### config.mk
export PLATFORM = sky130hd
export DESIGN_NAME = nibbler_run_ctrl
export DESIGN_NICKNAME = d
export VERILOG_FILES = /design/src/rtl/nibbler_run_ctrl.sv
export SDC_FILE = /design/constraint.sdc
export NUM_CORES = 1
export LEC_CHECK = 0
export CORE_MARGIN = 1.5
export CORE_UTILIZATION = 35
export CTS_BUF_LIST = sky130_fd_sc_hd__clkbuf_4 sky130_fd_sc_hd__clkbuf_8 sky130_fd_sc_hd__clkbuf_16
export CTS_CLUSTER_SIZE = 28
export DETAILED_ROUTE_END_ITERATION = 16
export PLACE_DENSITY = 0.7
export SETUP_SLACK_MARGIN = 0.02
export SLEW_MARGIN = 20
export SYNTH_ARGS = -nofsm -noshare
export SYNTH_HDL_FRONTEND = slang
export SYNTH_SLANG_ARGS = --single-unit
### constraint.sdc
create_clock -name clk -period 2.4 [get_ports clk]
set_clock_uncertainty 0.15 [all_clocks]
set_input_delay 0.6 -clock clk [delete_from_list [all_inputs] [get_ports clk]]
set_output_delay 0.6 -clock clk [all_outputs]
set_load 0.02 [all_outputs]
### src/rtl/nibbler_run_ctrl.sv
// Run/halt/single-step sequencer for the Nibbler core: owns the fetch/execute
// phase bit, the core clock-enable, the PC breakpoint and the retire counter.
module nibbler_run_ctrl #(
    parameter int CNT_W = 16
) (
    input  logic             clk,
    input  logic             reset,
    input  logic             run,
    input  logic             halt,
    input  logic             step,
    input  logic             bp_en,
    input  logic [11:0]      bp_addr,
    input  logic [11:0]      PC,
    output logic             cpu_en,
    output logic             PHASE,
    output logic [1:0]       status,
    output logic             break_hit,
    output logic [CNT_W-1:0] instr_cnt
);

    // run/halt/step are single-cycle command pulses sampled on the rising edge;
    // there is no ready/ack, a pulse that the current state ignores is dropped.
    typedef enum logic [1:0] {
        S_HALT  = 2'b00,
        S_RUN   = 2'b01,
        S_STEP  = 2'b10,
        S_BREAK = 2'b11
    } state_t;

    state_t state, state_nxt;
    logic   bp_skip, halt_pend;
    logic   bp_match, retire, enter_go, enter_stop;

    always_comb begin
        bp_match   = bp_en && !PHASE && (PC == bp_addr) && !bp_skip;
        cpu_en     = ((state == S_RUN) || (state == S_STEP)) && !bp_match;
        retire     = cpu_en && PHASE;
        state_nxt  = state;
        enter_go   = 1'b0;
        enter_stop = 1'b0;

        case (state)
            S_HALT, S_BREAK: begin
                if (halt)      state_nxt = S_HALT;
                else if (step) state_nxt = S_STEP;
                else if (run)  state_nxt = S_RUN;
            end
            S_RUN: begin
                if (bp_match)                          state_nxt = S_BREAK;
                else if (retire && (halt_pend || halt)) state_nxt = S_HALT;
            end
            S_STEP: begin
                if (bp_match)    state_nxt = S_BREAK;
                else if (retire) state_nxt = S_HALT;
            end
            default: state_nxt = S_HALT;
        endcase

        if (state_nxt != state) begin
            enter_go   = (state_nxt == S_RUN) || (state_nxt == S_STEP);
            enter_stop = (state_nxt == S_HALT) || (state_nxt == S_BREAK);
        end
    end

    assign status    = state;
    assign break_hit = (state == S_BREAK);

    always_ff @(posedge clk or negedge reset) begin
        if (!reset) begin
            state     <= S_HALT;
            PHASE     <= 1'b0;
            instr_cnt <= '0;
            bp_skip   <= 1'b0;
            halt_pend <= 1'b0;
        end else begin
            state <= state_nxt;
            if (cpu_en) PHASE <= !PHASE;
            if (retire) instr_cnt <= instr_cnt + CNT_W'(1);

            // Skip lets a resume step over the very address that stopped us.
            if (enter_go)                bp_skip <= 1'b1;
            else if (cpu_en && !PHASE)   bp_skip <= 1'b0;

            if (enter_stop)                  halt_pend <= 1'b0;
            else if (state == S_RUN && halt) halt_pend <= 1'b1;
        end
    end

endmodule
Word level (Yosys, flattened, before mapping). Cells that the tools add are included.

Input port bits: 30. Register bits after elaboration: 21. Output and inout bits: 21. Logic and storage cells: 48.

Reductions and logical operators: 20. Equality and inequality tests: 8. Muxes and demuxes: 14. $add $sub $neg: 1.

Operators by type and width (number): $add A16 B1 Y16 const B (1); $mux W2 (7); $eq A12 B12 Y1 (1); $eq A2 B2 Y1 const B (4); $logic_and A1 B1 Y1 (8); $mux W1 (6); $pmux W2 S3 (1); $eq A2 B1 Y1 const B (2); $logic_not A2 Y1 (2); $logic_or A1 B1 Y1 (4); $reduce_bool A2 Y1 (2); $logic_not A1 Y1 (3); $ne A2 B2 Y1 (1); $reduce_or A2 Y1 (1).

Logic depth before layout (Yosys ltp).
Depth after elaboration: 15. Gate-level depth with buffers: 9. Gate-level depth less buffers: 8.

Least setup slack after synthesis. No wires, ideal clock.

Kind: register -> register. Start: register state[0] (netlist: status[0]). End: register instr_cnt[14]. Path buffers: 1. Data required time: 2121 ps. Path slack: -134 ps. Stages on the path, launching flop included: 10. Period minus slack after synthesis: 2534 ps. Arrival time: 2255 ps. Path through: dfrtp_1 inv_1 ha_1 nor2b_4 and4_1 buf_2 and4_1 and4_1 nand3_1 xnor2_1.

Word-level cells in the longest chain between the ends: 4. Elaborated cells between the ends (all ways): 5. Classes of those cells: eq/ne: 2; reduce/logical: 3.

RTL lines: start, declared (RTL line 30) `state_t state, state_nxt;`; start signal, assigned (RTL line 76) `state <= state_nxt;`; $eq A2 B1 Y1 / $eq A2 B2 Y1 (equally long branches) (RTL line 36) `cpu_en = ((state == S_RUN) || (state == S_STEP)) && !bp_match;`; $logic_or A1 B1 Y1 * (RTL line 36); $logic_and A1 B1 Y1 * (RTL line 36); $logic_and A1 B1 Y1 * (RTL line 37) `retire = cpu_en && PHASE;`; end signal, assigned (RTL line 78) `if (retire) instr_cnt <= instr_cnt + CNT_W'(1);`; end, declared (RTL line 18) `output logic [CNT_W-1:0] instr_cnt`.

Every way passes the cells marked *; elsewhere a longest branch is shown, timed or not. A chain may end at the register's enable or synchronous reset.

Final worst setup path.
Start: input port bp_addr[1]. End: output port cpu_en.

Word-level cells in the longest chain between the ends: 5.

RTL lines: start, declared (RTL line 12) `input logic [11:0] bp_addr,`; $eq A12 B12 Y1 (RTL line 35) `bp_match = bp_en && !PHASE && (PC == bp_addr) && !bp_skip;`; $logic_and A1 B1 Y1 (2 in a row) (RTL line 35); $logic_not A1 Y1 (RTL line 36); $logic_and A1 B1 Y1 (RTL line 36); end, declared (RTL line 14) `output logic cpu_en,`.

No other way between the ends.

==> metrics.md <==
| Metric | Value |
|---|---|
| First-pass GRT wire length | `4620 µm` |
| Worst Hold End | `instr_cnt[15]$_DFFE_PN0P_` |
| RSZ-0062 raised after global routing | `yes` |
| IO buf count | `50` |
| Slew Limit Fails | `0` |
| Vias in the first global route | `1,158` |
| Hold depth | `1` |
| NumNets Final | `215` |
| #FFs+latches synth | `21` |
| Worst EP arrival | `1.67 ns` |
| Failing checks | `negative setup slack` |
| Final Wtd Congestion | `0.761` |
| Top Ports | `51` |
| Post-CTS Hold Buffers | `0` |
| Seq/Total Area, Yosys | `42.9%` |
| Commonest non-fill, non-tap cell in the layout | `clkdlybuf4s50_1` |
| Initial DRC Count | `12` |
| Die Y | `62.2 µm` |
| Die span in x | `62.2 µm` |
| Type of origin of the critical path | `input port` |
| CTS Root Cell | `clkbuf_4` |
| Sequential power share | `28.4%` |
| Initial Utilization | `36.7%` |
| Pleak | `0.917 nW` |
| Num rows | `21` |
| DR vias | `1,066` |
| Insertion delay to the later sink of the worst-skew pair | `0.29 ns` |
| Net Sw Frac | `40.2%` |
| Setup-failing EPs final | `1` |
| Synthesized area | `1220 µm²` |
| Critical Setup Path Class | `input port to output pin` |
| R2R Path Start | `status[0]$_DFF_PN0_` |
| Layout cells sized above 1 | `28.3%` |
| Psw | `0.740 mW` |
| Status | `complete, but fails checks` |
| Minimum clock period after layout | `2.42 ns` |
| DRT Pass-1 Iters | `2` |
| Clk sinks | `21` |
| Design Power | `1.84 mW` |
| Synthesis Warnings | `0` |
| Slowest-stage cell, CP | `nor4_4` |
| Largest net degree at the start of global routing | `22` |
| FF-to-FF End | `instr_cnt[14]$_DFFE_PN0P_` |
| FMAX | `414 MHz` |
| Syn nets | `142` |
| DRC viols | `0` |
| Logic pwr share | `62.7%` |
| PwrDens | `910 nW/µm²` |
| Mapped Cells | `108` |
| Post-Place Setup Slack | `-0.690 ns` |
| Vias per cell | `4.72` |
| Reg2Reg Depth | `9` |
| R2R Setup Slk | `0.13 ns` |
| Commonest non-fill, non-tap cells in the layout | `clkdlybuf4s50_1 (23), dfrtp_1 (20), buf_4 (20), xnor2_1 (14), dlygate4sd2_1 (14)` |
| VDD IR max | `0.435 mV` |
| Tightest Pin Transition | `0.320 ns` |
| Post-route ant nets | `0` |
| Antenna violations before repair | `0` |
| Core area | `3340 µm²` |
| CTS Buffer Depth | `2` |
| Fillers | `310` |
| ANT cells | `0` |
| P&R area growth vs syn | `65.0%` |
| Max Cap Viol | `0` |
| Clock share of power | `8.9%` |
| GRT Residual Overflow | `0` |
| Post-synth cell types | `32` |
| Detail Placement HPWL | `2150 µm` |
| Slew Limit Headroom | `78.5%` |
| Mapped Avg Cell Area | `11.3 µm²` |
| Final Cycle Share | `101%` |
| WL per Instance | `11.9 µm` |
| Global Route Usage Sum | `14.7%` |
| Hold Startpoint | `instr_cnt[15]$_DFFE_PN0P_` |
| Die area | `3860 µm²` |
| Cell internal pwr | `1.10 mW` |
| Req. time, crit path | `1.65 ns` |
| TritonCTS Buffers | `3` |
| CTS tree | `yes` |
| HP Class | `flop to flop` |
| Crit. End Element | `output pin` |
| Min setup slack post-route | `-0.0174 ns` |
| Crit path largest cell delay | `0.32 ns` |
| Cell Chain, Critical Path | `clkdlybuf4s15_1 -> xor2_2 -> nor4_4 -> a41oi_2 -> buf_4` |
| Clock slew at reported path FFs | `0.11 ns` |
| Final wirelength | `2700 µm` |
| Fin. Hold Viols | `0` |
| Crit-path max FO | `2` |
| # H-tree levels | `1` |
## Yosys cell counts
cell type	n	area [µm²]
xor2_1	14	123
inv_1	4	15.0
a211o_1	1	8.76
nand3_1	6	30.0
a22oi_4	1	21.3
a311oi_1	1	8.76
nor3b_2	1	12.5
a41oi_1	1	8.76
o21a_1	1	7.51
nand4_1	4	25.0
xnor2_1	14	123
and2_1	1	6.26
a21oi_1	5	25.0
dfrtp_1	21	526
nor4_4	2	42.5
a211oi_1	1	7.51
buf_2	1	5.00
nand2_1	4	15.0
nor3_2	1	10.0
and3_1	2	12.5
or3b_1	1	8.76
a21oi_2	2	17.5
nor2b_4	1	13.8
and4_1	4	35.0
nand4_2	1	12.5
nor3_1	1	5.00
ha_1	4	50.1
mux2_2	1	11.3
or3b_4	1	11.3
o21ai_0	1	5.00
nor2_1	4	15.0
a21boi_0	1	7.51
## worst max-delay path by stage
stage | to | from | slack (ns) | cells after the start
floorplan | instr_cnt[14]$_DFFE_PN0P_ | status[1]$_DFF_PN0_ | 0.04 | 8
global placement | cpu_en | bp_en | -0.66 | 5
detailed placement | cpu_en | bp_en | -0.69 | 5
CTS | cpu_en | PHASE$_DFFE_PN0N_ | -0.05 | 4
global route | cpu_en | PHASE$_DFFE_PN0N_ | -0.07 | 4
finish | cpu_en | bp_addr[1] | -0.02 | 5
## per-stage QoR
step | hold WS, ns | cell area [µm²] | cells | utilization [%] | TNS [ns]
2_1_floorplan | 0.154 | 1230 | 108 | - | 0
3_3_place_gp | 0.310 | 1900 | 219 | 57.0 | -1.34
3_5_place_dp | 0.337 | 1900 | 219 | 57.0 | -1.54
4_1_cts | 0.356 | 2000 | 227 | 60.0 | -0.0539
5_1_grt | 0.359 | 2020 | 226 | 60.6 | -0.0676
6_report | 0.338 | 2020 | 226 | 60.6 | -0.0174
## repair_timing
| item | in CTS | in global routing |
|---|---|---|
| setup buffers | 4 | 0 |
| pin swaps | 10 | 16 |
| endpoints found under the setup margin | 3 | 6 |
| resized for setup | 41 | 16 |
| gates cloned | 0 | 0 |
## area by class of cell
cell class / count / area (µm²) / share of cell area [%]
timing repair buffer: 69 / 623 / 30.8
clock inverter: 1 / 5.00 / 0.248
sequential: 21 / 527 / 26.1
multi-input combinational: 82 / 771 / 38.1
inverter: 4 / 15.0 / 0.743
clock buffer: 3 / 22.5 / 1.11
tap: 46 / 57.6 / 2.85
## worst max-delay path, delay by kind of cell
kind,cells,cell delay (ns)
XOR/XNOR,1,0.19
buffers and inverters,2,0.39
AND/OR/NAND/NOR,1,0.32
AO/OA/AOI/OAI,1,0.17
## metal layers
metal  part of all wire (%)  vias to the layer above  global-route usage, %
met4                   0.37                        0                   4.17
met1                     40                      501                   15.1
met5                      0                        -                      0
met3                    6.6                        2                   3.99
li1                       -                      522                      -
met2                     53                       41                   28.9
## cells by family after synthesis
family | share of synthesized area [%]
AND/OR/NAND/NOR | 20.8
XOR/XNOR | 20.0
flip-flops | 42.9
AO/OA/AOI/OAI | 9.60
buffers and inverters | 1.63
adder cells (fa/ha/maj) | 4.09
multiplexers | 0.919
## flip-flops by register name, summed over array words and instances, names as in the netlist
signal and flops:
bp_skip 1, halt_pend 1, status 2, instr_cnt 16, PHASE 1
## power groups by stage
stage | clock, mW | combinational, mW | sequential [mW]
2_1_floorplan | 0 | 0.503 | 0.621
3_3_place_gp | 0 | 1.07 | 0.527
3_5_place_dp | 0 | 1.10 | 0.529
4_1_cts | 0.171 | 1.15 | 0.524
5_1_grt | 0.185 | 1.24 | 0.537
6_report | 0.163 | 1.15 | 0.523
Note: power is estimated with default switching activity, not from simulation.
